## src/rtl/rv32imf_wb_arbiter.sv

```systemverilog
// Writeback arbiter for the two register-file write ports.
// Port A carries registered execute results. Port B merges load results with
// multi-cycle results. Multi-cycle results are buffered in a small FIFO, and a
// load that arrives in the same cycle wins over the FIFO.
module rv32imf_wb_arbiter #(
    parameter int unsigned ADDR_WIDTH = 6,
    parameter int unsigned DATA_WIDTH = 32,
    parameter int unsigned DEPTH      = 4
) (
    input  logic                         clk,
    input  logic                         rst,
    input  logic                         ex_we_i,
    input  logic [ADDR_WIDTH-1:0]        ex_waddr_i,
    input  logic [DATA_WIDTH-1:0]        ex_wdata_i,
    input  logic                         lsu_valid_i,
    input  logic [ADDR_WIDTH-1:0]        lsu_waddr_i,
    input  logic [DATA_WIDTH-1:0]        lsu_wdata_i,
    input  logic                         mc_valid_i,
    output logic                         mc_ready_o,
    input  logic [ADDR_WIDTH-1:0]        mc_waddr_i,
    input  logic [DATA_WIDTH-1:0]        mc_wdata_i,
    output logic                         we_a_o,
    output logic [ADDR_WIDTH-1:0]        waddr_a_o,
    output logic [DATA_WIDTH-1:0]        wdata_a_o,
    output logic                         we_b_o,
    output logic [ADDR_WIDTH-1:0]        waddr_b_o,
    output logic [DATA_WIDTH-1:0]        wdata_b_o,
    output logic [(2**ADDR_WIDTH)-1:0]   pending_o,
    output logic [$clog2(DEPTH):0]       fifo_count_o
);

    localparam int unsigned PtrWidth = $clog2(DEPTH);
    localparam int unsigned CntWidth = PtrWidth + 1;
    localparam logic [CntWidth-1:0] CountFull = CntWidth'(DEPTH);

    // FIFO storage; the write flag is cleared for x0 destinations
    logic [ADDR_WIDTH-1:0] r_mem_addr [DEPTH];
    logic [DATA_WIDTH-1:0] r_mem_data [DEPTH];
    logic [DEPTH-1:0]      r_mem_we;

    logic [PtrWidth-1:0]   r_wr_ptr;
    logic [PtrWidth-1:0]   r_rd_ptr;
    logic [CntWidth-1:0]   r_count;

    logic                  r_we_a;
    logic [ADDR_WIDTH-1:0] r_waddr_a;
    logic [DATA_WIDTH-1:0] r_wdata_a;
    logic                  r_we_b;
    logic [ADDR_WIDTH-1:0] r_waddr_b;
    logic [DATA_WIDTH-1:0] r_wdata_b;

    logic                      w_push;
    logic                      w_pop;
    logic [DEPTH-1:0]          w_entry_valid;
    logic [(2**ADDR_WIDTH)-1:0] w_pending;

    // No pass-through: a pop in a full cycle does not open the FIFO for a push
    assign mc_ready_o = !rst && (r_count < CountFull);
    assign w_push     = mc_valid_i && mc_ready_o;
    assign w_pop      = !lsu_valid_i && (r_count != '0);

    // Port A: registered execute result with x0 filter
    always_ff @(posedge clk) begin
        if (rst) begin
            r_we_a    <= 1'b0;
            r_waddr_a <= '0;
            r_wdata_a <= '0;
        end else begin
            r_we_a    <= ex_we_i && (ex_waddr_i != '0);
            r_waddr_a <= ex_waddr_i;
            r_wdata_a <= ex_wdata_i;
        end
    end

    // FIFO entry write on push
    always_ff @(posedge clk) begin
        if (w_push) begin
            r_mem_addr[r_wr_ptr] <= mc_waddr_i;
            r_mem_data[r_wr_ptr] <= mc_wdata_i;
            r_mem_we[r_wr_ptr]   <= (mc_waddr_i != '0);
        end
    end

    // FIFO pointers and occupancy; pointers wrap naturally at DEPTH
    always_ff @(posedge clk) begin
        if (rst) begin
            r_wr_ptr <= '0;
            r_rd_ptr <= '0;
            r_count  <= '0;
        end else begin
            if (w_push) r_wr_ptr <= r_wr_ptr + 1'b1;
            if (w_pop)  r_rd_ptr <= r_rd_ptr + 1'b1;
            r_count <= r_count + CntWidth'(w_push) - CntWidth'(w_pop);
        end
    end

    // Port B: load result first, otherwise FIFO head, otherwise idle.
    // Address/data hold their last value while idle.
    always_ff @(posedge clk) begin
        if (rst) begin
            r_we_b    <= 1'b0;
            r_waddr_b <= '0;
            r_wdata_b <= '0;
        end else if (lsu_valid_i) begin
            r_we_b    <= (lsu_waddr_i != '0);
            r_waddr_b <= lsu_waddr_i;
            r_wdata_b <= lsu_wdata_i;
        end else if (w_pop) begin
            r_we_b    <= r_mem_we[r_rd_ptr];
            r_waddr_b <= r_mem_addr[r_rd_ptr];
            r_wdata_b <= r_mem_data[r_rd_ptr];
        end else begin
            r_we_b    <= 1'b0;
        end
    end

    // Entry i is live when its distance from the read pointer is below count
    always_comb begin
        w_entry_valid = '0;
        for (int i = 0; i < DEPTH; i++) begin
            w_entry_valid[i] = ({1'b0, PtrWidth'(i) - r_rd_ptr} < r_count);
        end
    end

    // Outstanding writes: live flagged FIFO entries plus the port B write
    always_comb begin
        w_pending = '0;
        for (int i = 0; i < DEPTH; i++) begin
            if (w_entry_valid[i] && r_mem_we[i]) w_pending[r_mem_addr[i]] = 1'b1;
        end
        if (r_we_b) w_pending[r_waddr_b] = 1'b1;
        w_pending[0] = 1'b0;
    end

    assign we_a_o       = r_we_a;
    assign waddr_a_o    = r_waddr_a;
    assign wdata_a_o    = r_wdata_a;
    assign we_b_o       = r_we_b;
    assign waddr_b_o    = r_waddr_b;
    assign wdata_b_o    = r_wdata_b;
    assign pending_o    = w_pending;
    assign fifo_count_o = r_count;

endmodule
```

## config.mk

```make
export PLATFORM = sky130hd
export DESIGN_NAME = rv32imf_wb_arbiter
export DESIGN_NICKNAME = d
export VERILOG_FILES = /design/src/rtl/rv32imf_wb_arbiter.sv
export SDC_FILE = /design/constraint.sdc
export NUM_CORES = 1
export LEC_CHECK = 0
export ABC_AREA = 1
export CORE_MARGIN = 2
export CORE_UTILIZATION = 49
export CTS_CLUSTER_DIAMETER = 40
export DETAILED_ROUTE_END_ITERATION = 10
export DONT_BUFFER_PORTS = 1
export GPL_ROUTABILITY_DRIVEN = 0
export PLACE_DENSITY_LB_ADDON = 0.25
export SYNTH_ARGS = -nofsm -noshare
export SYNTH_HDL_FRONTEND = slang
export SYNTH_SLANG_ARGS = --single-unit
```

## constraint.sdc

```tcl
create_clock -name clk -period 6.2 [get_ports clk]
set_input_delay 0.62 -clock clk [delete_from_list [all_inputs] [get_ports clk]]
set_output_delay 0.62 -clock clk [all_outputs]
set_load 0.01 [all_outputs]
```

Yosys cells after proc, flatten, opt, wreduce, memory -nomap -nowiden
Memory sizes are Yosys's and may differ from the RTL's. A register that Yosys moved wholly into a read port is not among the register bits.
Cells that the tools add are included.
Cells by class
  add/subtract/negate cells: 8
  $lt $le $gt $ge: 18
  muxes and demuxes: 32
  bitwise logic cells: 4
  reduce and logical (&&, ||, !) cells: 21
Operators with widths (count)
  $mux 64: 5
  $or 64x64->64: 4
  $mux 32: 2
  $lt 6x7->1 const B: 5
  $demux 1 s6: 5
  $ge 6x1->1 const B: 5
  $reduce_bool 6->1: 3
  $logic_and 1x1->1: 14
  $lt 2x3->1: 4
  $mux 6: 2
  $mux 1: 11
  $mux 2: 4
  $lt 2x3->1 const B: 2
  $add 2x1->2 const B: 2
  $bwmux 4: 1
  $sub 1x2->2 const A: 2
  $sub 2x2->2 const A: 2
  $add 3x1->3: 1
  $lt 3x3->1 const B: 1
  $reduce_bool 3->1: 1
  $sub 3x1->3: 1
  $bmux 1 s2: 1
  $demux 1 s2: 1
  $ge 2x1->1 const B: 1
  other kinds (2): 3
Word-level totals
  register bits: 89
  bits in writable memories: 152
  bits of input ports: 119
  output and inout port bits: 146
  logic and storage cells: 95
  memories: 2
Memory list
  r_mem_data: words 4, bits a word 32, read ports 1, clocked after Yosys merged registers in 1, write ports 1, RTL line 38  | logic [DATA_WIDTH-1:0] r_mem_data [DEPTH];
  r_mem_addr: words 4, bits a word 6, read ports 5, clocked after Yosys merged registers in 1, write ports 1, RTL line 37  | logic [ADDR_WIDTH-1:0] r_mem_addr [DEPTH];

Logic depth before layout (Yosys ltp)
Gate-level depths: netlist (run 1).
An unclocked memory read counts as a cell.
  word-level depth: 14
  mapped depth: 14
  gate-level depth less buffers: 12

Worst setup path after synthesis (run 1)
No wires, ideal clock.
  kind: in2reg
  start: in rst
  end: mem r_mem_addr[0][0] (enable)
  library setup time: 0.435 ns
  data arrival time: 2.707 ns
  data required time: 5.765 ns
  slack: 3.057 ns
  stages on the path: 3
  buffers on the path: 0
  cell sequence: nor2_1 -> nand2_1 -> nor2_1
On the way
  word-level cells in the longest chain between the ends: 5
RTL lines
  start: declaration: RTL line 11  | input logic rst,
  $logic_not 1->1: RTL line 58  | assign mc_ready_o = !rst && (r_count < CountFull);
  $logic_and 1x1->1: RTL line 58
  $logic_and 1x1->1: RTL line 59  | assign w_push = mc_valid_i && mc_ready_o;
  $mux 1: RTL line 77  | if (w_push) begin
  $mux 1 (not written as such): RTL line 78  | r_mem_addr[r_wr_ptr] <= mc_waddr_i;
  end: declaration: RTL line 37
No other way between the ends.

Final worst setup path (run 1)
  start: reg r_count[1], in the netlist fifo_count_o[1]
  end: out pending_o[53]
On the way
  word-level cells in the longest chain between the ends: 11
  elaborated cells on any way between the ends: 17
  those cells by class: 4 x order compare; 5 x mux; 4 x bitwise; 4 x reduce/logical
RTL lines
  start: declaration: RTL line 43  | logic [CntWidth-1:0] r_count;
  start signal: assignment: RTL line 93  | r_count <= r_count + CntWidth'(w_push) - CntWidth'(w_pop);
  $lt 2x3->1: RTL line 121  | w_entry_valid[i] = ({1'b0, PtrWidth'(i) - r_rd_ptr} < r_count);
  $logic_and 1x1->1: RTL line 129  | if (w_entry_valid[i] && r_mem_we[i]) w_pending[r_mem_addr[i]] = 1'b1;
  $mux 64: RTL line 129
  $or 64x64->64 (no source line)
  $mux 64: RTL line 129
  $or 64x64->64 (no source line)
  $mux 64: RTL line 129
  $or 64x64->64 (no source line)
  $mux 64 *: RTL line 129
  $or 64x64->64 (no source line)
  $mux 64 *: RTL line 131  | if (r_we_b) w_pending[r_waddr_b] = 1'b1;
  end: declaration: RTL line 28  | output logic [(2**ADDR_WIDTH)-1:0] pending_o,
Every way passes the cells marked *; elsewhere a longest branch is shown, timed or not.

==> reports/metrics.yaml, run 1 <==
logic_synthesis:
  avgSynthCellArea_um2: 7.44
  yosys-mux-area-fraction_pct: 0
  synth_compound_area_share_pct: 4.52
  yosysTopAreaCellShare_pct: 36.8
  synth_seq_area_share_pct: 50.5
  syn-num-nets: 1841
  ys_seq_elements: 243
  synthDistinctLibCells: 30
  synthArstFlopShare_pct: 0
  netlist_area_mm2: 0.0127
  synth_edf_count: 156
  syn_inst: 1711
  synth-simple-area-share_pct: 38.2
  synth_top_family_by_area: "simple AND/OR/NAND/NOR gates"
  yosysTopAreaCell: "edfxtp_1"
  synthAdderAreaFrac_pct: 1.14
  yosysWarnings: 0
  ys.flop_type: "edfxtp_1"
  yosys.area_share.xor_xnor_pct: 0.0688
  synth_commonest_cells: "nand2_1 (474), nor2_1 (474), nand3_1 (189), edfxtp_1 (156), inv_1 (89)"
  synth_area_leaders: "edfxtp_1 (37%), nand2_1 (14%), nor2_1 (14%)"
global_route:
  grt_pass1_wl_um: 60300
  grt_max_degree: 87
  antenna_found_initial: 0
  gr-total-overflow: 0
  grt_pass1_vias: 10700
  grt_usage_pct: 29.1
power:
  powerDensity_mw_per_mm2: 371
  power_mw: 5.21
  leakage_nw: 5.18
  max-vdd-ir-drop_v: 0.000322
final_layout:
  regArea_mm2: 0.00643
  drive_above_1_share_pct: 6.08
  multi_input_area_mm2: 0.00563
  final_util_pct: 55.4
  layout.nets: 1815
  diodes: 0
  fill_cells: 2327
  syn_to_final_growth_pct: 10.1
  final_cells: 2041
worst_setup_path:
  cp_top_family: "simple AND/OR/NAND/NOR gates"
  cp.required_ns: 5.58
  crit-reg2reg-launch: "fifo_count_o[2]"
  critPathMaxStageDelay_ns: 0.97
  crit_path_max_fanout: 8
  crit_buf_inv: 1
  startpoint_type: "flop"
  worstSetupEndpointType: "primary output"
  critPathKind: "flop to primary output"
  worstPathArrival_ns: 3.02
  crit_start: "fifo_count_o[1]"
  cp_slowest_cell: "nor2_1"
  critical_path.cell_chain: "inv_1 > ha_1 > nand3_2 > nand3_4 > nor2_1 > nand2_1 > nand3_1"
job:
  max-cap-violations: 0
detailed_routing:
  vias: 11700
  wl_um: 40200
  firstDrtPassIters: 7
  vias_per_cell: 5.75
  drtAntennaViolNets: 0
  drt_iter0_drc: 1676
  post-route-drc-count: 0
  wire_per_inst_um: 19.7
sta:
  min_period_ns: 3.64
  setup_tns_ns: 0
  fin_skew_ns: 0.0318
  slew_viol_final: 0
  setup_violations: 0
  fmaxAchievable_mhz: 275
  hold_viol: 0
  post-route-period-util_pct: 58.7
  rsz0062_at_grt: "false"
  relSlewSlack_pct: 9.88
  worst_pin_slew_ns: 1.35
cts:
  cts_hold_buf: 0
  post-cts-setup-buffers: 0
  cts_resized: 0
  cts_tree: "yes"
  h-tree-depth: 2
  clock_sinks: 243
  cts_buffers: 34
  clk-insertion-delay-late_ns: 0.51
  cts_root_buffer: "clkbuf_16"
  cts.clk_slew.worst_paths_ns: 0.05
  clockBufferDepth: 3
placement:
  place_hpwl_um: 25900
  io_buffers: 0
  dp.cells: 1979
die:
  initial_core_util_pct: 50.3
  io_pins: 265
  die-area_mm2: 0.0273
  core_mm2: 0.0253
  core.rowCount: 58
  die_y_um: 165
  die_w_um: 165
hold_path:
  holdCritPathClass: "input port to flop"
  min_from: "rst"
outcome:
  status: "finished, final reports clean"
[cell usage in the layout, fill, tap and decap left out, types with 8 or more instances in the layout]
cell type    n
dfxtp_1     86
nand2_1    474
nor3_2      13
clkbuf_16   36
inv_1       87
o21ai_1      8
nor2_1     470
a31oi_1     32
nand4_1     14
o21ai_0     35
buf_4       12
ha_1        10
nand3_1    189
o211ai_1    12
a21oi_1     14
edfxtp_1   156
[per-layer routing]
metal / routed length (µm) / up-vias / global-route usage, %
li1: - / 5509 / -
met1: 15100 / 5318 / 35.9
met2: 17700 / 773 / 44.8
met3: 5830 / 139 / 12.2
met4: 1600 / 0 / 12.3
met5: 0 / - / 0
[where the power goes]
group	switching, mW	internal (mW)
Combinational	1.02	0.310
Clock	0.733	1.09
Sequential	0.174	1.88
Total	1.92	3.28
[flip-flops by register name (all words and copies together) (netlist names), 3 cells and up, named ones only]
name          cells
waddr_a_o         6
fifo_count_o      3
wdata_a_o        32
waddr_b_o         6
r_mem_we          4
r_mem_addr       24
wdata_b_o        32
r_mem_data      128
[final timing paths]
path	end	slack, ns	cells past startpoint
worst min-delay path	wdata_a_o[2]	0.19	1
worst max register to register	fifo_count_o[2]	3.38	10
worst max-delay path	pending_o[53]	2.56	7
worst min register to register	r_wr_ptr[1]	0.55	2
[cell families after synthesis]
group           after synthesis
simple gates               1183
compound gates              101
fa+ha+maj                    11
flops                       243
buf+inv                     171
xor+xnor                      1
other cells                   1
[layout make-up]
class	instances	area share, %
clock buffer	40	6.60
clock inverter	22	1.21
inverter	97	2.62
multi-input combinational	1297	40.1
sequential	243	45.8
tap	330	2.95
timing repair buffer	12	0.643
[through the flow]
| stage | setup slack, ns | hold WS [ns] | area, µm² |
|---|---|---|---|
| 5_1_grt | 2.40 | 0.176 | 14000 |
| 2_1_floorplan | 3.06 | 0.490 | 12700 |
| 6_report | 2.56 | 0.191 | 14000 |
| 3_3_place_gp | 3.32 | 0.514 | 12900 |
| 4_1_cts | 2.75 | 0.178 | 14000 |
| 3_5_place_dp | 3.25 | 0.537 | 12900 |
Power figures use the tool's default switching activity.
==> run 2: changes to the inputs <==
==> constraint.sdc (replaced) <==
create_clock -name clk -period 2.9 [get_ports clk]
set_input_delay 0.29 -clock clk [delete_from_list [all_inputs] [get_ports clk]]
set_output_delay 0.29 -clock clk [all_outputs]
set_load 0.01 [all_outputs]
==> reports/metrics.yaml, run 2 (synthesis gave the netlist of run 1 again) <==
sta:
  setup_tns_ns: 0
  hold_viol: 0
  fin_skew_ns: 0.0250
  post-route-period-util_pct: 94.5
  rsz0062_at_grt: "false"
  relSlewSlack_pct: 32.5
  hold-worst-slack_ns: 0.00377
  setup_violations: 0
  slew_viol_final: 0
  worst_pin_slew_ns: 1.01
  fmaxAchievable_mhz: 365
  worst_slack_ns: 0.161
  min_period_ns: 2.74
power:
  max-vdd-ir-drop_v: 0.000638
  leakage_nw: 5.89
  power_mw: 11.6
  powerDensity_mw_per_mm2: 747
detailed_routing:
  vias: 12400
  wl_um: 42800
  drtAntennaViolNets: 0
  post-route-drc-count: 0
  vias_per_cell: 5.65
  wire_per_inst_um: 19.6
  firstDrtPassIters: 8
  drt_iter0_drc: 1630
global_route:
  grt_usage_pct: 30.6
  grt_max_degree: 87
  grt_pass1_vias: 11400
  gr-total-overflow: 0
  grt_pass1_wl_um: 63800
  antenna_found_initial: 0
cts:
  cts_buffers: 30
  cts_root_buffer: "clkbuf_16"
  cts.clk_slew.worst_paths_ns: 0.05
  cts_tree: "yes"
  clockBufferDepth: 3
  h-tree-depth: 1
  clk-insertion-delay-late_ns: 0.56
  clock_sinks: 243
hold_path:
  hold_end: "we_a_o"
  min_path_cells: 4
  holdCritPathClass: "input port to flop"
  min_from: "ex_waddr_i[1]"
worst_setup_path:
  cp_slowest_cell: "dfxtp_2"
  worstSetupEndpointType: "primary output"
  critical_path.cell_chain: "inv_1 > nand2_1 > nand2_1 > inv_1 > ha_1 > inv_1 > nor2_1 > nand2_1 > nand3_2 > buf_12 > nor2_1 > nor2_1 > nand3_1"
  r2r_end: "fifo_count_o[2]"
  cp.required_ns: 2.61
  ff2ff_setup_slack_ns: 0.77
  worstPathArrival_ns: 2.45
  critPathKind: "flop to primary output"
  crit-reg2reg-launch: "fifo_count_o[2]"
  startpoint_type: "flop"
  crit_buf_inv: 4
  reg2reg_depth: 10
  crit_path_max_fanout: 32
  cp_top_family: "simple AND/OR/NAND/NOR gates"
  critPathMaxStageDelay_ns: 0.34
final_layout:
  largest_reg_flops: 128
  layout_common_cells: "nand2_1 (474), nor2_1 (470), nand3_1 (189)"
  final_common_cell: "nand2_1"
  layout.nets: 1965
  final_cells: 2187
  diodes: 0
  final_util_pct: 61.4
  largest_register: "r_mem_data"
  finalInstanceArea_mm2: 0.0156
  drive_above_1_share_pct: 7.49
  syn_to_final_growth_pct: 22.2
  fill_cells: 2195
die:
  io_pins: 265
  die_w_um: 165
  initial_core_util_pct: 50.3
  die-area_mm2: 0.0273
  core.rowCount: 58
  core_mm2: 0.0253
  die_y_um: 165
placement:
  postPlaceCellArea_mm2: 0.0133
  dp.cells: 2017
  place_hpwl_um: 26500
  pre_cts_slack_ns: 0.624
  io_buffers: 0
outcome:
  status: "finished, final reports clean"
job:
  max-cap-violations: 0
## run 2: changes by cell type in the layout (fill, tap and decap cells not counted), sizes merged
cell | before | now
inv | 102 | 100
bufinv | 0 | 4
clkbuf | 40 | 41
buf | 12 | 52
clkinv | 11 | 6
clkinvlp | 6 | 2
dlygate4sd3 | 0 | 112
## run 2: worst max path at each step
stage	from	end	cells past startpoint
detailed placement	fifo_count_o[1]	pending_o[42]	7
floorplan	fifo_count_o[2]	r_mem_addr[0][0]	4
finish	r_rd_ptr[1]	pending_o[27]	13
CTS	fifo_count_o[1]	pending_o[42]	7
global placement	fifo_count_o[1]	pending_o[27]	7
global route	r_rd_ptr[1]	pending_o[30]	13
## run 2: repair_timing
action                                 CTS  global route
setup endpoints to repair                0            63
endpoints found under the hold margin  232             0
hold buffers                           114             0
setup buffers                            0             0
gates resized for setup                  0             6
## run 2: final cells by class
cell class | count | area [µm²] | share of cell area, %
repair buffers | 166 | 1660 | 10.7
flip-flops and latches | 243 | 6430 | 41.3
clock inverters | 15 | 239 | 1.54
multi-input cells | 1297 | 5640 | 36.3
well taps | 330 | 413 | 2.65
clock buffers | 39 | 805 | 5.17
inverters | 97 | 367 | 2.36
## run 2: tightest hold or removal path: cells and delay by family
kind,cells,cell delay [ns]
buffers and inverters,1,0.05
and+or+nand+nor,3,0.17
## run 2: where the power goes
part           leakage [nW]  internal [mW]  switching [mW]  total [mW]
clock                 0.500           2.35            1.47        3.81
combinational          3.26           1.03            2.43        3.46
sequential             2.13           4.01           0.335        4.35
total                  5.89           7.40            4.23        11.6
## run 2: layer usage
layer | global-route usage [%] | vias up | wire [µm]
li1 | - | 5820 | -
met1 | 39.7 | 5596 | 16300
met2 | 47.7 | 762 | 19000
met3 | 8.52 | 176 | 5240
met4 | 13.9 | 0 | 2260
met5 | 0 | - | 0
==> run 3: changes to the inputs <==
--- a/config.mk
+++ b/config.mk
@@ -6,7 +6,6 @@
 export NUM_CORES = 1
 export LEC_CHECK = 0
 export ABC_AREA = 1
-export CORE_MARGIN = 2
 export CORE_UTILIZATION = 49
 export CTS_CLUSTER_DIAMETER = 40
 export DETAILED_ROUTE_END_ITERATION = 10
==> reports/metrics.yaml, run 3 (synthesis gave the netlist of run 1 again) <==
global_route:
  grt_pass1_vias: 11300
  top_usage_layer: "met2"
  grt_use_met3_pct: 8.10
  grtUsageMet1_pct: 39.3
  grt_max_degree: 87
  grt_pass1_wl_um: 63100
  antenna_found_initial: 0
  grtUsageMet2_pct: 49.6
  gr-total-overflow: 0
  grt_usage_pct: 31.2
placement:
  postPlaceCellArea_mm2: 0.0133
  pre_cts_slack_ns: 0.565
  io_buffers: 0
  dp.cells: 2019
  place_hpwl_um: 26500
detailed_routing:
  wl_um: 42600
  post-route-drc-count: 0
  drtAntennaViolNets: 0
  vias_per_cell: 5.67
  firstDrtPassIters: 9
  drt_iter0_drc: 1679
  wire_per_inst_um: 19.4
  vias: 12500
worst_setup_path:
  cp.required_ns: 2.61
  cp_slowest_cell: "nor2_1"
  crit_buf_inv: 1
  ff2ff_setup_slack_ns: 0.71
  reg2reg_depth: 10
  critPathKind: "flop to primary output"
  startpoint_type: "flop"
  worstSetupEndpointType: "primary output"
  crit_top_cell: "nor2_1"
  cp.depth: 7
  critPathMaxStageDelay_ns: 0.86
  critical_path.cell_chain: "inv_1 > nand2_1 > nor2_1 > nand2_1 > nor2_1 > nor2_1 > nand3_1"
  worstPathArrival_ns: 2.53
  cp_top_family: "simple AND/OR/NAND/NOR gates"
  crit_path_max_fanout: 8
  crit-reg2reg-launch: "fifo_count_o[2]"
  r2r_end: "fifo_count_o[2]"
sta:
  hold_viol: 0
  setup_violations: 0
  fmaxAchievable_mhz: 354
  slew_viol_final: 0
  relSlewSlack_pct: 23.2
  min_period_ns: 2.82
  fin_skew_ns: 0.0164
  worst_pin_slew_ns: 1.15
  rsz0062_at_grt: "false"
  post-route-period-util_pct: 97.4
  worst_slack_ns: 0.0766
  hold-worst-slack_ns: 0.0294
power:
  switching_power_mw: 4.31
  seq_power_share_pct: 37.3
  switching_share_pct: 37.0
  leakage_nw: 5.94
  internal_power_mw: 7.33
  max-vdd-ir-drop_v: 0.00136
  p_clk_share_pct: 31.9
  powerDensity_mw_per_mm2: 746
  comb_power_share_pct: 30.8
hold_path:
  holdCritPathClass: "input port to flop"
  min_path_cells: 4
  hold_end: "we_b_o"
  min_from: "lsu_waddr_i[4]"
cts:
  clock_sinks: 243
  clockBufferDepth: 3
  cts_tree: "yes"
  h-tree-depth: 1
  cts_buffers: 31
  cts.clk_slew.worst_paths_ns: 0.06
  cts_root_buffer: "clkbuf_16"
  clk-insertion-delay-late_ns: 0.56
die:
  core_mm2: 0.0253
  io_pins: 265
  core.rowCount: 58
  initial_core_util_pct: 50.3
  die_y_um: 163
  die-area_mm2: 0.0266
  die_w_um: 163
final_layout:
  final_cells: 2198
  layout_common_cells: "nand2_1 (474), nor2_1 (470), nand3_1 (188)"
  diodes: 0
  final_common_cell: "nand2_1"
  layout.nets: 1973
  largest_register: "r_mem_data"
  syn_to_final_growth_pct: 22.7
  largest_reg_flops: 128
  final_util_pct: 61.7
  finalInstanceArea_mm2: 0.0156
  fill_cells: 2160
  drive_above_1_share_pct: 7.92
job:
  max-cap-violations: 0
outcome:
  status: "finished, final reports clean"
run 3: through the flow:
step | TNS [ns] | total power, mW
after floorplan | -17.59 | 6.57
after global placement | 0 | 7.35
after detailed placement | 0 | 7.41
after CTS | 0 | 11.3
after global routing | 0 | 12.2
final | 0 | 11.6
run 3: per-layer routing:
layer | wire [µm] | share of wire (%) | up-vias
met3 | 5220 | 12 | 174
met2 | 19200 | 45 | 799
met4 | 2130 | 5.0 | 0
met5 | 0 | 0 | -
met1 | 16000 | 38 | 5643
li1 | - | - | 5842
run 3: cell type report:
cell class | count | area (µm²) | area share (%)
flip-flops and latches | 243 | 6430 | 41.2
repair buffers | 173 | 1740 | 11.1
clock inverters | 23 | 229 | 1.47
well taps | 330 | 413 | 2.64
clock buffers | 35 | 801 | 5.13
multi-input cells | 1297 | 5640 | 36.1
inverters | 97 | 367 | 2.35
run 3: how the worst max path moves through the flow:
| stage | end | start | slack, ns |
|---|---|---|---|
| after detailed placement | pending_o[31] | fifo_count_o[1] | 0.56 |
| after global routing | pending_o[21] | r_mem_addr[2][1] | 0.02 |
| after floorplan | r_mem_addr[0][0] | fifo_count_o[2] | -0.11 |
| final | pending_o[21] | r_mem_addr[2][1] | 0.08 |
| after CTS | pending_o[31] | r_rd_ptr[1] | 0.007 |
| after global placement | pending_o[31] | fifo_count_o[1] | 0.58 |
run 3: power by group through the flow:
stage / Clock (mW) / Sequential [mW] / Combinational [mW]
finish: 3.72 / 4.34 / 3.58
global route: 3.93 / 4.38 / 3.85
CTS: 3.78 / 4.33 / 3.19
detailed placement: 0 / 4.40 / 3.01
global placement: 0 / 4.39 / 2.96
floorplan: 0 / 4.32 / 2.25
run 3: repair_timing:
| action | 4_1_cts | 5_1_grt |
|---|---|---|
| endpoints found under the hold margin | 235 | 0 |
| endpoints found under the setup margin | 27 | 52 |
| resized for setup | 1 | 5 |
| hold buffers | 117 | 0 |
| cloned | 0 | 2 |
| setup buffers | 0 | 2 |
run 3: worst reg2reg max path, stage by stage, from the launching register on:
cell	delay, ns
dfxtp_1	0.61
nor2_2	0.12
a21oi_1	0.25
ha_1	0.28
inv_1	0.05
ha_1	0.14
inv_1	0.05
fa_1	0.35
inv_1	0.08
o21ai_0	0.09
a21oi_1	0.11
